### src/rtl/brc_iter_if.sv
// Request/response bundle for the iterative branch comparator.
// The master side issues operands and consumes flags; the slave side is the unit.
interface brc_iter_if #(
    parameter int WIDTH = 32
);
    logic             i_flush;
    logic             i_valid;
    logic             o_ready;
    logic [WIDTH-1:0] i_rs1_data;
    logic [WIDTH-1:0] i_rs2_data;
    logic [2:0]       i_br_op;
    logic             o_valid;
    logic             i_ready;
    logic             o_br_less;
    logic             o_br_equal;
    logic             o_taken;
    logic             o_illegal;

    modport master (
        output i_flush, i_valid, i_rs1_data, i_rs2_data, i_br_op, i_ready,
        input  o_ready, o_valid, o_br_less, o_br_equal, o_taken, o_illegal
    );

    modport slave (
        input  i_flush, i_valid, i_rs1_data, i_rs2_data, i_br_op, i_ready,
        output o_ready, o_valid, o_br_less, o_br_equal, o_taken, o_illegal
    );
endinterface

### src/rtl/brc_iter.sv
// Multi-cycle RISC-V branch comparator: CHUNK bits per cycle, MSB-first with
// early exit on the first differing chunk; result held until handshake.
module brc_iter #(
    parameter int WIDTH = 32,
    parameter int CHUNK = 8
) (
    input  logic       i_clk,
    input  logic       i_rst,
    brc_iter_if.slave  bus
);
    localparam int NCH  = WIDTH / CHUNK;
    localparam int IDXW = (NCH > 1) ? $clog2(NCH) : 1;

    typedef enum logic [1:0] {IDLE, CMP, DONE} state_t;

    state_t           state, state_nxt;
    logic [WIDTH-1:0] a_q, b_q;
    logic [2:0]       op_q;
    logic [IDXW-1:0]  idx_q;
    logic             less_q, equal_q, taken_q, illegal_q, valid_q;
    logic             accept, decided;
    logic [CHUNK-1:0] a_chunk, b_chunk;
    logic             chunk_ne, chunk_lt;
    logic             taken_nxt, illegal_nxt;
    logic [WIDTH-1:0] flip;

    // Flipping the sign bit of both operands maps signed order onto unsigned order.
    assign flip = {(bus.i_br_op[2:1] == 2'b10), {(WIDTH-1){1'b0}}};

    assign a_chunk  = a_q[idx_q*CHUNK +: CHUNK];
    assign b_chunk  = b_q[idx_q*CHUNK +: CHUNK];
    assign chunk_ne = (a_chunk != b_chunk);
    assign chunk_lt = (a_chunk < b_chunk);

    always_comb begin
        illegal_nxt = (op_q[2:1] == 2'b01);
        case (op_q)
            3'b000:         taken_nxt = ~chunk_ne;
            3'b001:         taken_nxt = chunk_ne;
            3'b100, 3'b110: taken_nxt = chunk_lt;
            3'b101, 3'b111: taken_nxt = ~chunk_lt;
            default:        taken_nxt = 1'b0;
        endcase
    end

    always_ff @(posedge i_clk or posedge i_rst) begin
        if (i_rst) state <= IDLE;
        else       state <= state_nxt;
    end

    always_comb begin
        state_nxt = state;
        accept    = 1'b0;
        decided   = 1'b0;
        case (state)
            IDLE: if (bus.i_valid && !bus.i_flush) begin
                accept    = 1'b1;
                state_nxt = CMP;
            end
            CMP: if (chunk_ne || idx_q == '0) begin
                decided   = 1'b1;
                state_nxt = DONE;
            end
            DONE: if (valid_q && bus.i_ready) state_nxt = IDLE;
            default: state_nxt = IDLE;
        endcase
        if (bus.i_flush) state_nxt = IDLE;
    end

    always_ff @(posedge i_clk or posedge i_rst) begin
        if (i_rst) begin
            a_q       <= '0;
            b_q       <= '0;
            op_q      <= '0;
            idx_q     <= '0;
            less_q    <= 1'b0;
            equal_q   <= 1'b0;
            taken_q   <= 1'b0;
            illegal_q <= 1'b0;
            valid_q   <= 1'b0;
        end else begin
            if (accept) begin
                a_q   <= bus.i_rs1_data ^ flip;
                b_q   <= bus.i_rs2_data ^ flip;
                op_q  <= bus.i_br_op;
                idx_q <= IDXW'(NCH - 1);
            end else if (state == CMP && !decided) begin
                idx_q <= idx_q - 1'b1;
            end
            if (decided) begin
                less_q    <= chunk_ne & chunk_lt;
                equal_q   <= ~chunk_ne;
                taken_q   <= taken_nxt;
                illegal_q <= illegal_nxt;
            end
            // o_valid rises one cycle after entering DONE and drops after the handshake.
            if (bus.i_flush) begin
                valid_q   <= 1'b0;
                taken_q   <= 1'b0;
                illegal_q <= 1'b0;
            end else if (state == DONE) begin
                valid_q <= valid_q ? !bus.i_ready : 1'b1;
            end
        end
    end

    assign bus.o_ready    = (state == IDLE);
    assign bus.o_valid    = valid_q;
    assign bus.o_br_less  = less_q;
    assign bus.o_br_equal = equal_q;
    assign bus.o_taken    = taken_q;
    assign bus.o_illegal  = illegal_q;
endmodule
### src/flat_wrapper.sv
// flat-port wrapper written by rule: the top's interface ports become plain ports
module brc_iter_flat 
#(
    parameter int WIDTH = 32,
    parameter int CHUNK = 8
)
  (i_clk, i_rst, bus_i_flush, bus_i_valid, bus_i_rs1_data, bus_i_rs2_data, bus_i_br_op, bus_i_ready, bus_o_ready, bus_o_valid, bus_o_br_less, bus_o_br_equal, bus_o_taken, bus_o_illegal);
  brc_iter_if #(.WIDTH(WIDTH)) bus_i ();
  input  logic i_clk;
  input  logic i_rst;
  input wire logic [$bits(bus_i.i_flush)-1:0] bus_i_flush;
  input wire logic [$bits(bus_i.i_valid)-1:0] bus_i_valid;
  input wire logic [$bits(bus_i.i_rs1_data)-1:0] bus_i_rs1_data;
  input wire logic [$bits(bus_i.i_rs2_data)-1:0] bus_i_rs2_data;
  input wire logic [$bits(bus_i.i_br_op)-1:0] bus_i_br_op;
  input wire logic [$bits(bus_i.i_ready)-1:0] bus_i_ready;
  output wire logic [$bits(bus_i.o_ready)-1:0] bus_o_ready;
  output wire logic [$bits(bus_i.o_valid)-1:0] bus_o_valid;
  output wire logic [$bits(bus_i.o_br_less)-1:0] bus_o_br_less;
  output wire logic [$bits(bus_i.o_br_equal)-1:0] bus_o_br_equal;
  output wire logic [$bits(bus_i.o_taken)-1:0] bus_o_taken;
  output wire logic [$bits(bus_i.o_illegal)-1:0] bus_o_illegal;
  assign bus_i.i_flush = bus_i_flush;
  assign bus_i.i_valid = bus_i_valid;
  assign bus_i.i_rs1_data = bus_i_rs1_data;
  assign bus_i.i_rs2_data = bus_i_rs2_data;
  assign bus_i.i_br_op = bus_i_br_op;
  assign bus_i.i_ready = bus_i_ready;
  assign bus_o_ready = bus_i.o_ready;
  assign bus_o_valid = bus_i.o_valid;
  assign bus_o_br_less = bus_i.o_br_less;
  assign bus_o_br_equal = bus_i.o_br_equal;
  assign bus_o_taken = bus_i.o_taken;
  assign bus_o_illegal = bus_i.o_illegal;
  brc_iter #(.WIDTH(WIDTH), .CHUNK(CHUNK)) u_core (.i_clk(i_clk), .i_rst(i_rst), .bus(bus_i));
endmodule
### config.mk
export PLATFORM = sky130hd
export DESIGN_NAME = brc_iter_flat
export DESIGN_NICKNAME = d
export VERILOG_FILES = /design/src/rtl/brc_iter_if.sv /design/src/rtl/brc_iter.sv /design/src/flat_wrapper.sv
export SDC_FILE = /design/constraint.sdc
export NUM_CORES = 1
export LEC_CHECK = 0
export CORE_MARGIN = 5
export CORE_UTILIZATION = 48
export CTS_CLUSTER_SIZE = 24
export DETAILED_ROUTE_END_ITERATION = 10
export DONT_BUFFER_PORTS = 1
export PLACE_DENSITY_LB_ADDON = 0.3
export SYNTH_ARGS = -nofsm -noshare
export SYNTH_HDL_FRONTEND = slang
export SYNTH_SLANG_ARGS = --single-unit
export TNS_END_PERCENT = 20
### constraint.sdc
create_clock -name i_clk -period 3.3 [get_ports i_clk]
set_clock_uncertainty 0.05 [all_clocks]
set_input_delay 0.495 -clock i_clk [delete_from_list [all_inputs] [get_ports i_clk]]
set_output_delay 0.495 -clock i_clk [all_outputs]
set_load 0.01 [all_outputs]
==> flow_summary.yaml, run 1 <==
synthesis:
  syn_area_sq_um: 3570
  synth_edf_count: 0
  synth.distinct_cells: 30
  avgSynthCellArea_sq_um: 9.35
  synth.net_count: 463
  synth_seq_area_share_pct: 53.2
  netlist_instances: 382
  async_flop_share_pct: 100
  yosysWarnings: 0
  synth-seq-cells: 76
  synthFlopType: "dfrtp_1"
routing:
  met1_length_um: 3610
  antenna_left: 0
  post-route-drc-count: 0
  wl_met2_um: 3630
  wl_per_cell_um: 16.2
  vias_per_cell: 5.05
  drtIter0Drc: 118
  vias: 2451
  route.met3.wl_um: 445
  routed.top_layer: "met4"
  dr.pass1.iters: 4
  drt-total-wl_um: 7840
layout:
  area_delta_synth_final_pct: 8.76
  fillers: 689
  final_cells: 485
  multi_input_area_sq_um: 1550
  drive_above_1_share_pct: 11.7
  nets: 462
  n_antenna_cell: 0
  final_common_cell: "nand2_1"
  regArea_sq_um: 1900
  final_cell_mix: "nand2_1, dfrtp_1, mux4_2"
setup_path:
  worstPathArrival_ps: 2840
  critPathLaunch: "u_core.idx_q[0]$_DFFE_PP0P_"
  reg2reg_depth: 8
  critical_path.max_fanout: 12
  crit_path_start_kind: "flop"
  r2r-end: "u_core.bus.o_taken$_DFFE_PP0P_"
  required_ps: 3490
  r2r_slack_ps: 640
  end_kind: "flop"
  timing.rr.start: "u_core.idx_q[0]$_DFFE_PP0P_"
  critical_path_class: "flop to flop"
clock_network:
  cts_resized: 0
  post_cts_buffers: 0
  cts_hold_buf: 0
  cts_tree: "built"
  clock-sinks: 76
  cts.path.max_buffers: 2
  clkTransAtPathRegs_ps: 80
  numCtsBuffers: 9
  cts_max_level: 3
  root_buffer: "clkbuf_8"
  insertion_delay_ps: 350
global_route:
  overflow: 0
  grtUsageTotal_pct: 18.8
  antenna_found_initial: 0
  grt_pass1_vias: 2607
  grt_pass1_wl_um: 12900
  grt_max_degree: 40
power:
  p_sw_uw: 741
  pwr-share-comb_pct: 20.1
  p_seq_share_pct: 50.5
  p_total_mw: 2.45
  power.density_nw_per_um2: 631
  p_leak_nw: 1.99
  switching_share_pct: 30.3
  power.clock.fraction_pct: 29.4
  internal_power_mw: 1.71
  peakVddDrop_mv: 0.290
floorplan:
  start_util_pct: 49.2
  die_area_sq_um: 9270
  rows: 31
  coreArea_sq_um: 7250
  boundaryPins: 78
  fp.dieH_um: 96.3
  die_w_um: 96.3
sta:
  setup_viol: 0
  hold_viol: 0
  setup_tns_ps: 0
  max_freq_mhz: 376
  slew_headroom_pct: 45.4
  slew_violations: 0
  rsz0062_at_grt: "false"
  fin_crit_sh_pct: 80.5
  setup_ws_ps: 644
  finalCriticalPeriod_ps: 2660
  worst_pin_slew_ps: 818
min_path:
  min_path_type: "input pin to asynchronous set/reset pin"
placed_design:
  dp.cells: 469
  pre_cts_slack_ps: 653
  numPortBuffers: 0
  gp_congestion: 0.838
  hpwl_um: 5720
status:
  outcome: "finished clean"
run:
  drv_cap: 0
## per-stage QoR
step / hold slack, ps / utilization [%] / instance area, sq um
3_5_place_dp: 409 / 50.8 / 3680
4_1_cts: 129 / 53.6 / 3880
2_1_floorplan: 390 / - / 3570
6_report: 125 / 53.6 / 3880
5_1_grt: 120 / 53.6 / 3880
3_3_place_gp: 403 / 50.8 / 3680
## power groups by stage
stage          combinational [mW]  clock, mW  sequential, mW
2_1_floorplan               0.408          0            1.21
3_3_place_gp                0.476          0            1.25
3_5_place_dp                0.497          0            1.25
4_1_cts                     0.500      0.733            1.24
5_1_grt                     0.571      0.773            1.26
6_report                    0.491      0.721            1.24
## worst max-delay path by stage
stage	endpoint	slack, ps	depth (start not counted)
global route	u_core.bus.o_taken$_DFFE_PP0P_	470	8
finish	u_core.bus.o_taken$_DFFE_PP0P_	640	8
CTS	u_core.bus.o_taken$_DFFE_PP0P_	640	8
floorplan	u_core.bus.o_taken$_DFFE_PP0P_	520	9
global placement	u_core.bus.o_taken$_DFFE_PP0P_	740	8
detailed placement	u_core.bus.o_taken$_DFFE_PP0P_	650	8
## cell families after synthesis
group           count (synthesis)  synth area share [%]
buf+inv                        32                  3.61
simple gates                  224                  25.3
flops                          76                  53.2
compound gates                 22                  3.92
xor+xnor                        3                 0.736
fa+ha+maj                       9                  3.15
mux                            16                  10.1
## cell type report
type / count / area share (%)
inverter: 14 / 1.35
tap: 99 / 3.19
clock buffer: 10 / 3.54
multi-input combinational: 274 / 39.8
timing repair buffer: 6 / 1.48
sequential: 76 / 49.0
clock inverter: 6 / 1.64
## per-layer routing
layer | up-vias | track usage (%)
met5 | - | 0
li1 | 1227 | -
met2 | 55 | 27.7
met4 | 0 | 7.58
met1 | 1156 | 25.7
met3 | 13 | 6.02
## sequential cells by signal, summed over array words and instances, names as in the netlist
register and cells:
u_core.a_q 32, u_core.bus.o_illegal 1, u_core.bus.o_br_less 1, u_core.state 2, u_core.bus.o_valid 1, u_core.bus.o_taken 1, u_core.bus.o_br_equal 1, u_core.idx_q 2
u_core.op_q 3, u_core.b_q 32
## cells in the mapped netlist, types with 2 or more instances
cell type  instances  area [sq um]
o31ai_1            2          15.0
inv_1             14          52.6
xnor2_1            3          26.3
a21oi_1            7          35.0
mux4_2            16           360
nor2b_1            3          18.8
nor2_1             7          26.3
o21ai_0            6          30.0
clkbuf_1          11          41.3
buf_2              7          35.0
nand2_1          202           758
nand3_1            2          10.0
dfrtp_1           76          1900
nand2b_1           2          12.5
ha_1               9           113
## critical path: stages, from the launching register on
cell and delay [ps]:
dfrtp_1 340, buf_4 250, mux4_2 540, ha_1 320, nand4_2 200, o311ai_1 460, nor4b_1 110, a31oi_1 170
nand3_1 90
(Power assumes the default switching activity.)
==> inputs of run 2 (changes only) <==
==> constraint.sdc (replaced) <==
create_clock -name i_clk -period 2.8 [get_ports i_clk]
set_clock_uncertainty 0.05 [all_clocks]
set_input_delay 0.42 -clock i_clk [delete_from_list [all_inputs] [get_ports i_clk]]
set_output_delay 0.42 -clock i_clk [all_outputs]
set_load 0.01 [all_outputs]
==> run 2 against run 1 <==
The flow now finishes with violations (negative hold slack). First-iteration DRC count down 37%. Count of clock-buffer cells in the layout up 2. Sequential share of layout area down 0.61 points. Maximum frequency down 1.2%. Sequential cell count unchanged. Core utilization up 0.71 points. Worst hold slack worse by 130 ps. Largest power group unchanged. Highest routed layer unchanged.
==> flow_summary.yaml, run 2 (synthesized netlist as in run 1, its figures left out) <==
status:
  outcome: "finished, violations left"
  failed_checks: "negative hold slack"
routing:
  antenna_left: 0
  drtIter0Drc: 74
  drt-total-wl_um: 7910
  wl_per_cell_um: 16.3
  vias: 2540
  dr.pass1.iters: 4
  post-route-drc-count: 0
  vias_per_cell: 5.23
floorplan:
  boundaryPins: 78
  start_util_pct: 49.2
  fp.dieH_um: 96.3
  rows: 31
  die_area_sq_um: 9270
  coreArea_sq_um: 7250
  die_w_um: 96.3
clock_network:
  cts_tree: "built"
  clock-sinks: 76
  insertion_delay_ps: 350
  cts_hold_buf: 0
  root_buffer: "clkbuf_8"
  clkTransAtPathRegs_ps: 80
  numCtsBuffers: 9
  cts_max_level: 3
  cts.path.max_buffers: 2
layout:
  final_cell_mix: "nand2_1, dfrtp_1, mux4_2"
  area_delta_synth_final_pct: 10.2
  drive_above_1_share_pct: 12.4
  n_antenna_cell: 0
  fillers: 662
  final_common_cell: "nand2_1"
  final_cells: 486
  largestRegisters: "u_core.a_q: 32 flops, u_core.b_q: 32 flops, u_core.op_q: 3 flops"
  nets: 464
  final_cell_area_sq_um: 3940
power:
  p_leak_nw: 2.01
  pwr-share-comb_pct: 20.5
  p_sw_uw: 870
  power.density_nw_per_um2: 742
  p_seq_share_pct: 50.5
  internal_power_mw: 2.05
  peakVddDrop_mv: 0.403
  power.clock.fraction_pct: 29.1
  switching_share_pct: 29.8
  p_total_mw: 2.92
placed_design:
  pre_cts_slack_ps: 30.4
  dpl_cell_area_sq_um: 3710
  dp.cells: 471
  gp_congestion: 0.843
  numPortBuffers: 0
  hpwl_um: 5870
sta:
  setup_viol: 0
  slew_headroom_pct: 53.7
  setup_tns_ps: 0
  rsz0062_at_grt: "true"
  worst_pin_slew_ps: 695
  slew_violations: 0
  hold_viol: 3
  setup_ws_ps: 112
  finalCriticalPeriod_ps: 2690
  max_freq_mhz: 372
  whs_ps: -3.35
  fin_crit_sh_pct: 96.0
setup_path:
  critical_path_class: "flop to flop"
  timing.rr.start: "u_core.idx_q[0]$_DFFE_PP0P_"
  reg2reg_depth: 8
  crit_path_start_kind: "flop"
  worstPathArrival_ps: 2860
  required_ps: 2970
  end_kind: "flop"
  critPathLaunch: "u_core.idx_q[0]$_DFFE_PP0P_"
  critical_path.max_fanout: 9
global_route:
  grtUsageTotal_pct: 19.1
  grt_pass1_wl_um: 13200
  grt_max_degree: 72
  grt_pass1_vias: 2704
  antenna_found_initial: 0
  overflow: 0
min_path:
  min_path_type: "input pin to asynchronous set/reset pin"
run:
  drv_cap: 0
## run 2: cell type report
class                           count  area [sq um]  area share, %
Clock buffer                       12           155           3.94
Clock inverter                      3          46.3           1.18
Inverter                           14          52.6           1.34
Multi-Input combinational cell    274          1570           39.9
Sequential cell                    76          1900           48.3
Tap cell                           99           124           3.15
Timing Repair Buffer                8          85.1           2.16
## run 2: what timing repair did
item	4_1_cts	5_1_grt
setup buffers	0	0
resized for setup	0	4
setup endpoints to repair	0	5
## run 2: final timing paths
path / to / slack (ps)
setup / recovery: u_core.bus.o_taken$_DFFE_PP0P_ / 110
hold / removal: u_core.b_q[5]$_DFFE_PP0P_ / -3
max in group asynchronous: u_core.a_q[5]$_DFFE_PP0P_ / 2020
setup reg to reg: u_core.bus.o_taken$_DFFE_PP0P_ / 110
min in group i_clk: u_core.state[1]$_DFFE_PP0P_ / 80
hold reg to reg: u_core.a_q[7]$_DFFE_PP0P_ / 430
## run 2: through the flow
step / util, % / hold slack (ps)
2_1_floorplan: - / 390
3_3_place_gp: 51.2 / 382
6_report: 54.3 / -3.35
4_1_cts: 53.9 / 6.09
3_5_place_dp: 51.2 / 393
5_1_grt: 54.3 / 38.2
## run 2: metal layers
metal / routed length, um / global-route usage [%] / part of all wire, %
met5: 0 / 0 / 0
met4: 174 / 8.65 / 2.2
met3: 527 / 6.65 / 6.7
met2: 3830 / 29.0 / 48
met1: 3380 / 24.8 / 43
## run 2: power by group through the flow
| stage | Sequential [mW] | Combinational, mW | Clock (mW) |
|---|---|---|---|
| floorplan | 1.42 | 0.481 | 0 |
| finish | 1.47 | 0.598 | 0.848 |
| global route | 1.49 | 0.691 | 0.923 |
| global placement | 1.50 | 0.564 | 0 |
| detailed placement | 1.49 | 0.597 | 0 |
| CTS | 1.47 | 0.600 | 0.873 |
## run 2: worst max-delay path, cell delays in order (launching register included)
cell,delay [ps]
dfrtp_2,440
buf_12,160
mux4_2,510
ha_1,330
nand4_2,240
o311ai_2,440
nor4b_2,110
a31oi_1,180
nand3_1,90
